===== config.mk =====
export PLATFORM = sky130hd
export DESIGN_NAME = ecc_patrol_scrubber
export DESIGN_NICKNAME = d
export VERILOG_FILES = /design/src/rtl/ecc_scrub_pkg.sv /design/src/rtl/ecc_scrub_timer.sv /design/src/rtl/ecc_patrol_scrubber.sv
export SDC_FILE = /design/constraint.sdc
export NUM_CORES = 1
export LEC_CHECK = 0
export BUFFER_PORTS_ARGS = -buffer_cell sky130_fd_sc_hd__clkbuf_2
export CAP_MARGIN = 15
export CORE_ASPECT_RATIO = 1.1
export CORE_MARGIN = 10
export CORE_UTILIZATION = 49
export CTS_CLUSTER_DIAMETER = 50
export CTS_CLUSTER_SIZE = 16
export DETAILED_ROUTE_END_ITERATION = 7
export GPL_TIMING_DRIVEN = 0
export PLACE_DENSITY = 0.81
export SLEW_MARGIN = 20
export SYNTH_ARGS = -nofsm -noshare
export SYNTH_HDL_FRONTEND = slang
export SYNTH_HIERARCHICAL = 1
export SYNTH_SLANG_ARGS = --single-unit
export TNS_END_PERCENT = 20

===== constraint.sdc =====
create_clock -name clk_i -period 3.4 [get_ports clk_i]
set_input_delay 0.68 -clock clk_i [delete_from_list [all_inputs] [get_ports clk_i]]
set_output_delay 0.68 -clock clk_i [all_outputs]
set_load 0.005 [all_outputs]

===== src/rtl/ecc_scrub_pkg.sv =====
// Shared types for the ECC patrol scrubber: FSM state encoding and the bit
// positions of the external decoder's error flags.
package ecc_scrub_pkg;

    typedef enum logic [2:0] {
        ScrubIdle,
        ScrubWait,
        ScrubRead,
        ScrubCheck,
        ScrubWrite
    } scrub_state_e;

    localparam int unsigned ErrCorrBit   = 0;
    localparam int unsigned ErrUncorrBit = 1;

endpackage


===== src/rtl/ecc_scrub_timer.sv =====
// Loadable down-counter that paces patrol reads; stops at zero and flags it.
module ecc_scrub_timer #(
    parameter int Width = 16
) (
    input  logic             clk_i,
    input  logic             rst_ni,
    input  logic             load_i,
    input  logic [Width-1:0] load_val_i,
    input  logic             dec_i,
    output logic             zero_o
);

    logic [Width-1:0] count_reg;

    always_ff @(posedge clk_i or negedge rst_ni) begin
        if (!rst_ni) begin
            count_reg <= '0;
        end else if (load_i) begin
            count_reg <= load_val_i;
        end else if (dec_i && (count_reg != '0)) begin
            count_reg <= count_reg - 1'b1;
        end
    end

    assign zero_o = (count_reg == '0);

endmodule


===== src/rtl/ecc_patrol_scrubber.sv =====
// Background ECC patrol: walks the bank one word at a time in idle cycles,
// writes back corrected words and logs/counts uncorrectable ones.
module ecc_patrol_scrubber
    import ecc_scrub_pkg::*;
#(
    parameter int BankSize      = 256,
    parameter int DataWidth     = 39,
    parameter int IntervalWidth = 16,
    parameter int CntWidth      = 16,
    localparam int AddrW        = (BankSize > 1) ? $clog2(BankSize) : 1
) (
    input  logic                     clk_i,
    input  logic                     rst_ni,
    input  logic                     enable_i,
    input  logic [IntervalWidth-1:0] interval_i,
    input  logic                     trigger_i,
    input  logic                     intc_req_i,
    input  logic                     intc_we_i,
    input  logic [AddrW-1:0]         intc_add_i,
    input  logic [DataWidth-1:0]     intc_wdata_i,
    output logic [DataWidth-1:0]     intc_rdata_o,
    output logic                     bank_req_o,
    output logic                     bank_we_o,
    output logic [AddrW-1:0]         bank_add_o,
    output logic [DataWidth-1:0]     bank_wdata_o,
    input  logic [DataWidth-1:0]     bank_rdata_i,
    output logic [DataWidth-1:0]     ecc_out_o,
    input  logic [DataWidth-1:0]     ecc_in_i,
    input  logic [1:0]               ecc_err_i,
    output logic                     corrected_o,
    output logic                     uncorrectable_o,
    output logic                     pass_done_o,
    output logic [CntWidth-1:0]      corr_cnt_o,
    output logic [CntWidth-1:0]      uncorr_cnt_o,
    output logic [AddrW-1:0]         last_uncorr_add_o,
    input  logic                     clear_i
);

    localparam logic [AddrW-1:0] LastAddr = AddrW'(BankSize - 1);

    scrub_state_e          state_reg, state_next;
    logic [AddrW-1:0]      addr_reg;
    logic [DataWidth-1:0]  data_reg, fix_reg;
    logic [CntWidth-1:0]   corr_cnt_reg, uncorr_cnt_reg;
    logic [AddrW-1:0]      last_uncorr_reg;
    logic                  corrected_reg, uncorrectable_reg, pass_done_reg;

    logic timer_load, timer_dec, timer_zero;
    logic scrub_req, scrub_we, addr_inc, corr_evt, uncorr_evt;
    logic collision;

    ecc_scrub_timer #(.Width(IntervalWidth)) u_timer (
        .clk_i      (clk_i),
        .rst_ni     (rst_ni),
        .load_i     (timer_load),
        .load_val_i (interval_i),
        .dec_i      (timer_dec),
        .zero_o     (timer_zero)
    );

    assign collision = intc_req_i & intc_we_i & (intc_add_i == addr_reg);

    always_comb begin
        state_next = state_reg;
        timer_load = 1'b0;
        timer_dec  = 1'b0;
        scrub_req  = 1'b0;
        scrub_we   = 1'b0;
        addr_inc   = 1'b0;
        corr_evt   = 1'b0;
        uncorr_evt = 1'b0;
        case (state_reg)
            ScrubIdle: begin
                if (trigger_i) begin
                    state_next = ScrubRead;
                end else if (enable_i) begin
                    timer_load = 1'b1;
                    state_next = ScrubWait;
                end
            end
            ScrubWait: begin
                if (trigger_i) begin
                    state_next = ScrubRead;
                end else if (!enable_i) begin
                    state_next = ScrubIdle;
                end else if (timer_zero) begin
                    state_next = ScrubRead;
                end else begin
                    timer_dec = 1'b1;
                end
            end
            ScrubRead: begin
                scrub_req = 1'b1;
                if (!intc_req_i) begin
                    state_next = ScrubCheck;
                end
            end
            ScrubCheck: begin
                if (ecc_err_i[ErrUncorrBit]) begin
                    uncorr_evt = 1'b1;
                    addr_inc   = 1'b1;
                    state_next = ScrubIdle;
                end else if (ecc_err_i[ErrCorrBit] && !collision) begin
                    state_next = ScrubWrite;
                end else begin
                    // Clean word, or the host is overwriting it right now.
                    addr_inc   = 1'b1;
                    state_next = ScrubIdle;
                end
            end
            ScrubWrite: begin
                if (collision) begin
                    addr_inc   = 1'b1;
                    state_next = ScrubIdle;
                end else if (!intc_req_i) begin
                    scrub_req  = 1'b1;
                    scrub_we   = 1'b1;
                    corr_evt   = 1'b1;
                    addr_inc   = 1'b1;
                    state_next = ScrubIdle;
                end
            end
            default: state_next = ScrubIdle;
        endcase
    end

    always_ff @(posedge clk_i or negedge rst_ni) begin
        if (!rst_ni) begin
            state_reg         <= ScrubIdle;
            addr_reg          <= '0;
            data_reg          <= '0;
            fix_reg           <= '0;
            corrected_reg     <= 1'b0;
            uncorrectable_reg <= 1'b0;
            pass_done_reg     <= 1'b0;
        end else begin
            state_reg         <= state_next;
            corrected_reg     <= corr_evt;
            uncorrectable_reg <= uncorr_evt;
            pass_done_reg     <= addr_inc & (addr_reg == LastAddr);
            if (state_reg == ScrubCheck) begin
                data_reg <= bank_rdata_i;
                fix_reg  <= ecc_in_i;
            end
            if (addr_inc) begin
                addr_reg <= (addr_reg == LastAddr) ? '0 : addr_reg + 1'b1;
            end
        end
    end

    always_ff @(posedge clk_i or negedge rst_ni) begin
        if (!rst_ni) begin
            corr_cnt_reg    <= '0;
            uncorr_cnt_reg  <= '0;
            last_uncorr_reg <= '0;
        end else if (clear_i) begin
            corr_cnt_reg    <= '0;
            uncorr_cnt_reg  <= '0;
            last_uncorr_reg <= '0;
        end else begin
            if (corr_evt && (corr_cnt_reg != '1)) begin
                corr_cnt_reg <= corr_cnt_reg + 1'b1;
            end
            if (uncorr_evt) begin
                last_uncorr_reg <= addr_reg;
                if (uncorr_cnt_reg != '1) begin
                    uncorr_cnt_reg <= uncorr_cnt_reg + 1'b1;
                end
            end
        end
    end

    // Read data arrives during Check, so the decoder sees it directly there;
    // afterwards the captured copy holds while the bank is shared with the host.
    assign ecc_out_o = (state_reg == ScrubCheck) ? bank_rdata_i : data_reg;

    assign bank_req_o   = intc_req_i | scrub_req;
    assign bank_we_o    = intc_req_i ? intc_we_i    : scrub_we;
    assign bank_add_o   = intc_req_i ? intc_add_i   : addr_reg;
    assign bank_wdata_o = intc_req_i ? intc_wdata_i : fix_reg;
    assign intc_rdata_o = bank_rdata_i;

    assign corrected_o       = corrected_reg;
    assign uncorrectable_o   = uncorrectable_reg;
    assign pass_done_o       = pass_done_reg;
    assign corr_cnt_o        = corr_cnt_reg;
    assign uncorr_cnt_o      = uncorr_cnt_reg;
    assign last_uncorr_add_o = last_uncorr_reg;

endmodule

# Word level (Yosys, flattened, before mapping)
# Index checks and enable logic that the tools add are counted.
totals:
  register_bits: 148
  in_bits: 150
  out_inout_bits: 170
  elab_cells: 88
op_classes:
  n_addsub: 4
  eq_ne: 12
  mux: 44
  n_bitwise: 4
  n_reduce_logical: 13
op_table:
  columns: ["op", "count"]
  rows:
  - ["16-bit 2-to-1 mux", 7]
  - ["39-bit 2-to-1 mux", 2]
  - ["16-bit by 1-bit adder with 16-bit output, second input constant", 2]
  - ["8-bit 2-to-1 mux", 4]
  - ["16-bit != test, second input constant", 2]
  - ["3-bit 2-to-1 mux", 10]
  - ["1-bit 2-to-1 mux", 18]
  - ["16-bit logical NOT", 1]
  - ["16-bit nonzero test", 1]
  - ["16-bit by 1-bit subtractor with 16-bit output, second input constant", 1]
  - ["3-bit one-hot mux with 5 select lines", 1]
  - ["8-bit by 1-bit adder with 8-bit output, second input constant", 1]
  - ["8-bit equality test", 1]
  - ["8-bit equality test, second input constant", 1]
  - ["2-bit nonzero test", 4]
  - ["3-bit by 2-bit equality test with 1-bit output, second input constant", 2]
  - ["3-bit != test, second input constant", 2]
  - ["4-bit != test, second input constant", 1]
  - ["1-bit one-hot mux with 2 select lines", 2]
  - ["4-bit AND reduction", 1]
  - ["1-bit AND", 3]
  - ["3-bit by 1-bit equality test with 1-bit output, second input constant", 1]
  - ["3-bit equality test, second input constant", 1]
  - ["1-bit logical AND", 3]
  - ["5 further kinds", 5]

# Depth between registers and ports, before layout
logic_depth:
  ltp_word: 8
  ltp_mapped: 11
  mapped_depth_nobuf: 10

# Cells and area by module
# Netlist, hierarchy kept.
modules_own_cells:
  columns: ["mod", "n_inst", "cells_per_inst", "area_per_inst_um2", "seq_area_each_um2"]
  rows:
  - ["ecc_patrol_scrubber", 1, 737, 6665.1, 3303.2]
  - ["ecc_scrub_timer", 1, 124, 1054.8, 400.4]

# Least setup slack after synthesis
# OpenSTA, ideal clock, no wires.
synth_timing:
  path_kind: "input to register"
  from: "in trigger_i"
  to: "reg u_timer.count_reg[15]"
  setup_time_ns: 0.082
  arrival_ns: 3.033
  required_time_ns: 3.318
  setup_slack_ns: 0.285
  stages: 8
  path_buffers: 1
  cell_sequence: "nor3b_1 -> nand2b_1 -> nor3b_1 -> or3b_2 -> or3_1 -> buf_2 -> or4b_1 -> a31oi_1"
synth_via:
  elab_chain_len: 4
  elab_cells_between_ends: 7
  cone_classes: "mux: 5; reduce/logical: 2"
synth_rtl:
  columns: ["element", "line_no", "text"]
  rows:
  - ["start: declaration", "ecc_patrol_scrubber.sv:16", "input logic trigger_i,"]
  - ["1-bit 2-to-1 mux", "ecc_patrol_scrubber.sv:82", "if (trigger_i) begin"]
  - ["1-bit 2-to-1 mux", "ecc_patrol_scrubber.sv:72", "case (state_reg)"]
  - ["via timer_dec", "ecc_patrol_scrubber.sv:48", "logic timer_load, timer_dec, timer_zero;"]
  - ["1-bit logical AND", "ecc_scrub_timer.sv:20", "end else if (dec_i && (count_reg != '0)) begin"]
  - ["2-bit nonzero test (no line)", null, null]
  - ["end signal: assignment", "ecc_scrub_timer.sv:19", "count_reg <= load_val_i;"]
  - ["end signal: assignment", "ecc_scrub_timer.sv:21", "count_reg <= count_reg - 1'b1;"]
  - ["end: declaration", "ecc_scrub_timer.sv:13", "logic [Width-1:0] count_reg;"]
# The timed path passes the listed nets, and every way through them passes these cells.
# A chain may end at the register's enable or synchronous reset.

# Worst setup path after layout
layout_timing:
  from: "reg state_reg[0]"
  to: "out ecc_out_o[33]"
layout_via:
  elab_chain_len: 2
layout_rtl:
  columns: ["element", "line_no", "text"]
  rows:
  - ["start: declaration", "ecc_patrol_scrubber.sv:41", "scrub_state_e state_reg, state_next;"]
  - ["start signal: assignment", "ecc_patrol_scrubber.sv:129", "state_reg <= ScrubIdle;"]
  - ["start signal: assignment", "ecc_patrol_scrubber.sv:137", "state_reg <= state_next;"]
  - ["3-bit by 2-bit equality test with 1-bit output", "ecc_patrol_scrubber.sv:175", "assign ecc_out_o = (state_reg == ScrubCheck) ? bank_rdata_i : data_reg;"]
  - ["39-bit 2-to-1 mux", null, null]
  - ["end: declaration", "ecc_patrol_scrubber.sv:27", "output logic [DataWidth-1:0] ecc_out_o,"]
# Every way passes these cells.

==> results.py <==
metrics = {
    "logic_synthesis": {
        "synth_top_area_cell": "dfrtp_1",
        "synthDistinctLibCells": 64,
        "synth_edf_count": 0,
        "async_flop_share_pct": 100.0,
        "synthCells": 861,
        "syn_avg_cell_area_sq_um": 8.966,
        "synth_top_area_share_pct": 47.97,
        "synth_nets": 1015,
        "synthTopCellsByArea": "dfrtp_1 (48%), nand2_1 (13%), mux2_2 (7.0%), buf_4 (3.8%), nor2_1 (2.6%)",
        "yosysWarnings": 6,
        "ys.flop_type": "dfrtp_1",
        "synth-seq-cells": 148,
        "mappedNetlistArea_sq_mm": 0.007720,
        "ys_seq_area_share_pct": 47.97,
    },
    "worst_setup_path": {
        "cp.required_ps": 2720,
        "worstSetupPathType": "flop to output pin",
        "worst_ep_arrival_time_ps": 2550,
        "reg2reg_depth": 11,
        "reg2reg_slack_ps": 180,
        "r2r_end": "u_timer/count_reg[11]$_DFFE_PN0P_",
        "regToRegStartpoint": "u_timer/count_reg[0]$_DFFE_PN0P_",
        "end_kind": "output pin",
        "cp_max_fo": 10,
        "crit_path_start_kind": "flop",
        "critPathLaunch": "state_reg[0]$_DFFE_PN0P_",
    },
    "global_route": {
        "grt_usage_pct": 23.75,
        "grt_max_degree": 88,
        "grt_pass1_wl_mm": 39.99,
        "grt_pass1_vias": 7478,
        "gr-total-overflow": 0,
        "antenna_found_initial": 2,
    },
    "placed_design": {
        "dp_slack_ps": -153.3,
        "numPortBuffers": 317,
        "place.gp.congestion": 0.9270,
        "placed_cells": 1379,
        "place_hpwl_mm": 20.58,
        "place_area_sq_mm": 0.009593,
    },
    "timing": {
        "finalHoldWorstSlack_ps": 301.2,
        "worst_slack_ps": 174.8,
        "drv_slew": 0,
        "clock-skew-final_ps": 12.18,
        "max-slew-margin-rel_pct": 46.51,
        "worst_slew_pin_slew_ps": 796.2,
        "setup_viol": 0,
        "hold_viol": 0,
        "rsz0062_at_grt": "yes",
        "fmax_mhz": 310.1,
        "layout_min_cycle_time_ps": 3225,
        "fin_crit_sh_pct": 94.86,
    },
    "floorplanning": {
        "dieArea_sq_mm": 0.02118,
        "io_pins": 320,
        "std_cell_rows": 48,
        "initial_core_util_pct": 49.63,
        "die_w_um": 139.7,
        "design.core.area_sq_mm": 0.01555,
        "die_y_um": 151.6,
    },
    "cts": {
        "clock_path_buffers": 2,
        "cts.sinks": 148,
        "cts_tree": "built",
        "cts-root-buf": "clkbuf_16",
        "cts_buffers": 17,
        "clk-insertion-delay-late_ps": 430,
        "htree_levels": 4,
        "hold_buffers": 0,
        "path_clk_slew_ps": 60,
    },
    "detailed_routing": {
        "ant_nets": 0,
        "drt_first_pass_iters": 5,
        "dr.first_iter.drc_count": 401,
        "vias": 7301,
        "postRouteWirelength_mm": 25.85,
        "drc": 0,
        "routed_via_density": 5.174,
        "wl_per_cell_um": 18.32,
    },
    "power": {
        "p_switching_mw": 2.594,
        "internal_power_mw": 4.611,
        "p_seq_share_pct": 38.1,
        "p_clk_share_pct": 26.2,
        "ir_drop_mv": 0.4725,
        "switching_share_pct": 36.01,
        "p_total_mw": 7.205,
        "pwr-share-comb_pct": 35.7,
        "p_per_area_mw_per_mm2": 706.3,
        "total_leakage_power_nw": 5.249,
    },
    "run": {
        "drv_cap": 0,
    },
    "final_layout": {
        "fin_area_sq_mm": 0.01020,
        "drive_above_1_share_pct": 38.02,
        "syn2layout_area_growth_pct": 32.14,
        "nets": 1351,
        "final_cells": 1411,
    },
    "run_status": {
        "status": "complete, no violations",
    },
    "hold_path": {
        "min_path_type": "input pin to async pin",
    },
}
[routing by layer]
layer / vias up / routed length [um] / GRT usage (%)
li1: 3544 / - / -
met4: 2 / 600 / 8.058
met5: - / 7 / 0
met1: 3430 / 9930 / 27.03
met3: 44 / 2698 / 10.54
met2: 281 / 12610 / 39.32
[worst max path at each step]
stage / endpoint / slack, ps / cells past startpoint
2_1_floorplan: u_timer/count_reg[15]$_DFFE_PN0P_ / 280 / 8
3_3_place_gp: fix_reg[2]$_DFFE_PN0P_ / -910 / 1
3_5_place_dp: u_timer/count_reg[15]$_DFFE_PN0P_ / -150 / 10
4_1_cts: u_timer/count_reg[11]$_DFFE_PN0P_ / 60 / 10
5_1_grt: ecc_out_o[35] / -10 / 7
6_report: ecc_out_o[33] / 170 / 7
[layout by cell type (no fill, tap or decap), types with 5 or more instances in the layout]
master,instances
nor3_1,14
a211oi_1,6
xnor2_1,21
inv_1,11
clkbuf_16,17
buf_4,39
clkbuf_1,35
nand3_1,12
a21oi_1,17
nand2_1,275
xor2_1,13
nand2b_1,6
o211ai_1,8
o21ai_0,19
nor4_1,8
mux2_2,48
or4_1,9
clkbuf_2,317
nand4_1,6
nor2_1,54
o31ai_1,5
a31oi_1,10
clkinvlp_4,5
buf_2,9
and3_1,12
dfrtp_1,148
or3_1,8
[Yosys cell counts, types with 3 or more instances]
cell       instances
a211oi_1           6
a21oi_1           17
a31oi_1           10
and2_1             3
and3_1            12
buf_2              8
buf_4             39
clkbuf_1          36
dfrtp_1          148
ha_1               4
inv_1             11
mux2_2            48
nand2_1          275
nand2b_1           6
nand3_1           12
nand4_1            6
nor2_1            54
nor2b_1            4
nor3_1            14
nor3b_1            5
nor4_1             8
o2111ai_1          4
o211ai_1           8
o21ai_0           19
o31ai_1            5
o41ai_1            4
or2_2              3
or3_1              8
or4_1              9
xnor2_1           21
xor2_1            13
[logic make-up (layout without fill, tap and decap cells)]
family,Yosys count,in the layout,synth area share (%)
buffers and inverters,96,445,6.694
other,0,1,0
DFF,148,148,47.97
adders and majority gates,4,4,0.6483
and+or+nand+nor,437,437,25.46
xor gates and xnor gates,34,34,3.857
AOI/OAI and AO/OA,91,91,7.844
muxes,51,51,7.520
[layout make-up]
type                    instances  area [sq um]
fillers                      1321          5354
flip-flops and latches        148          3704
multi-input cells             617          3511
repair buffers                318          1623
plain buffers                  84         474.2
clock buffers                  21         470.5
well taps                     200         250.2
clock inverters                11         125.1
inverters                      11         41.29
diodes                          1         2.502
[power by group through the flow]
| stage | logic [mW] | clock network (mW) | registers (mW) |
|---|---|---|---|
| finish | 2.57 | 1.89 | 2.75 |
| global route | 2.89 | 1.99 | 2.82 |
| detailed placement | 2.59 | 0 | 2.75 |
| CTS | 2.61 | 1.92 | 2.73 |
| floorplan | 1.52 | 0 | 2.63 |
| global placement | 2.52 | 0 | 2.73 |
[worst max-delay path, cell delays in order, from the launching register on]
cell and delay (ps):
dfrtp_1 370, buf_2 180, nand3b_1 330, clkbuf_1 450, clkbuf_1 430, nand2_1 110, nand2_1 120, clkbuf_2 130
[per-stage QoR]
step	TNS [ps]	util [%]
after CTS	0	65.55
after global placement	-134380	61.44
after floorplan	0	-
final	0	65.58
after detailed placement	-373.4	61.67
after global routing	-21.66	65.58
[timing repair]
action	in CTS	in global routing
gates resized for setup	3	1
buffers inserted	0	0
setup endpoints to repair	13	6
Note: power is estimated with default switching activity, not from simulation.
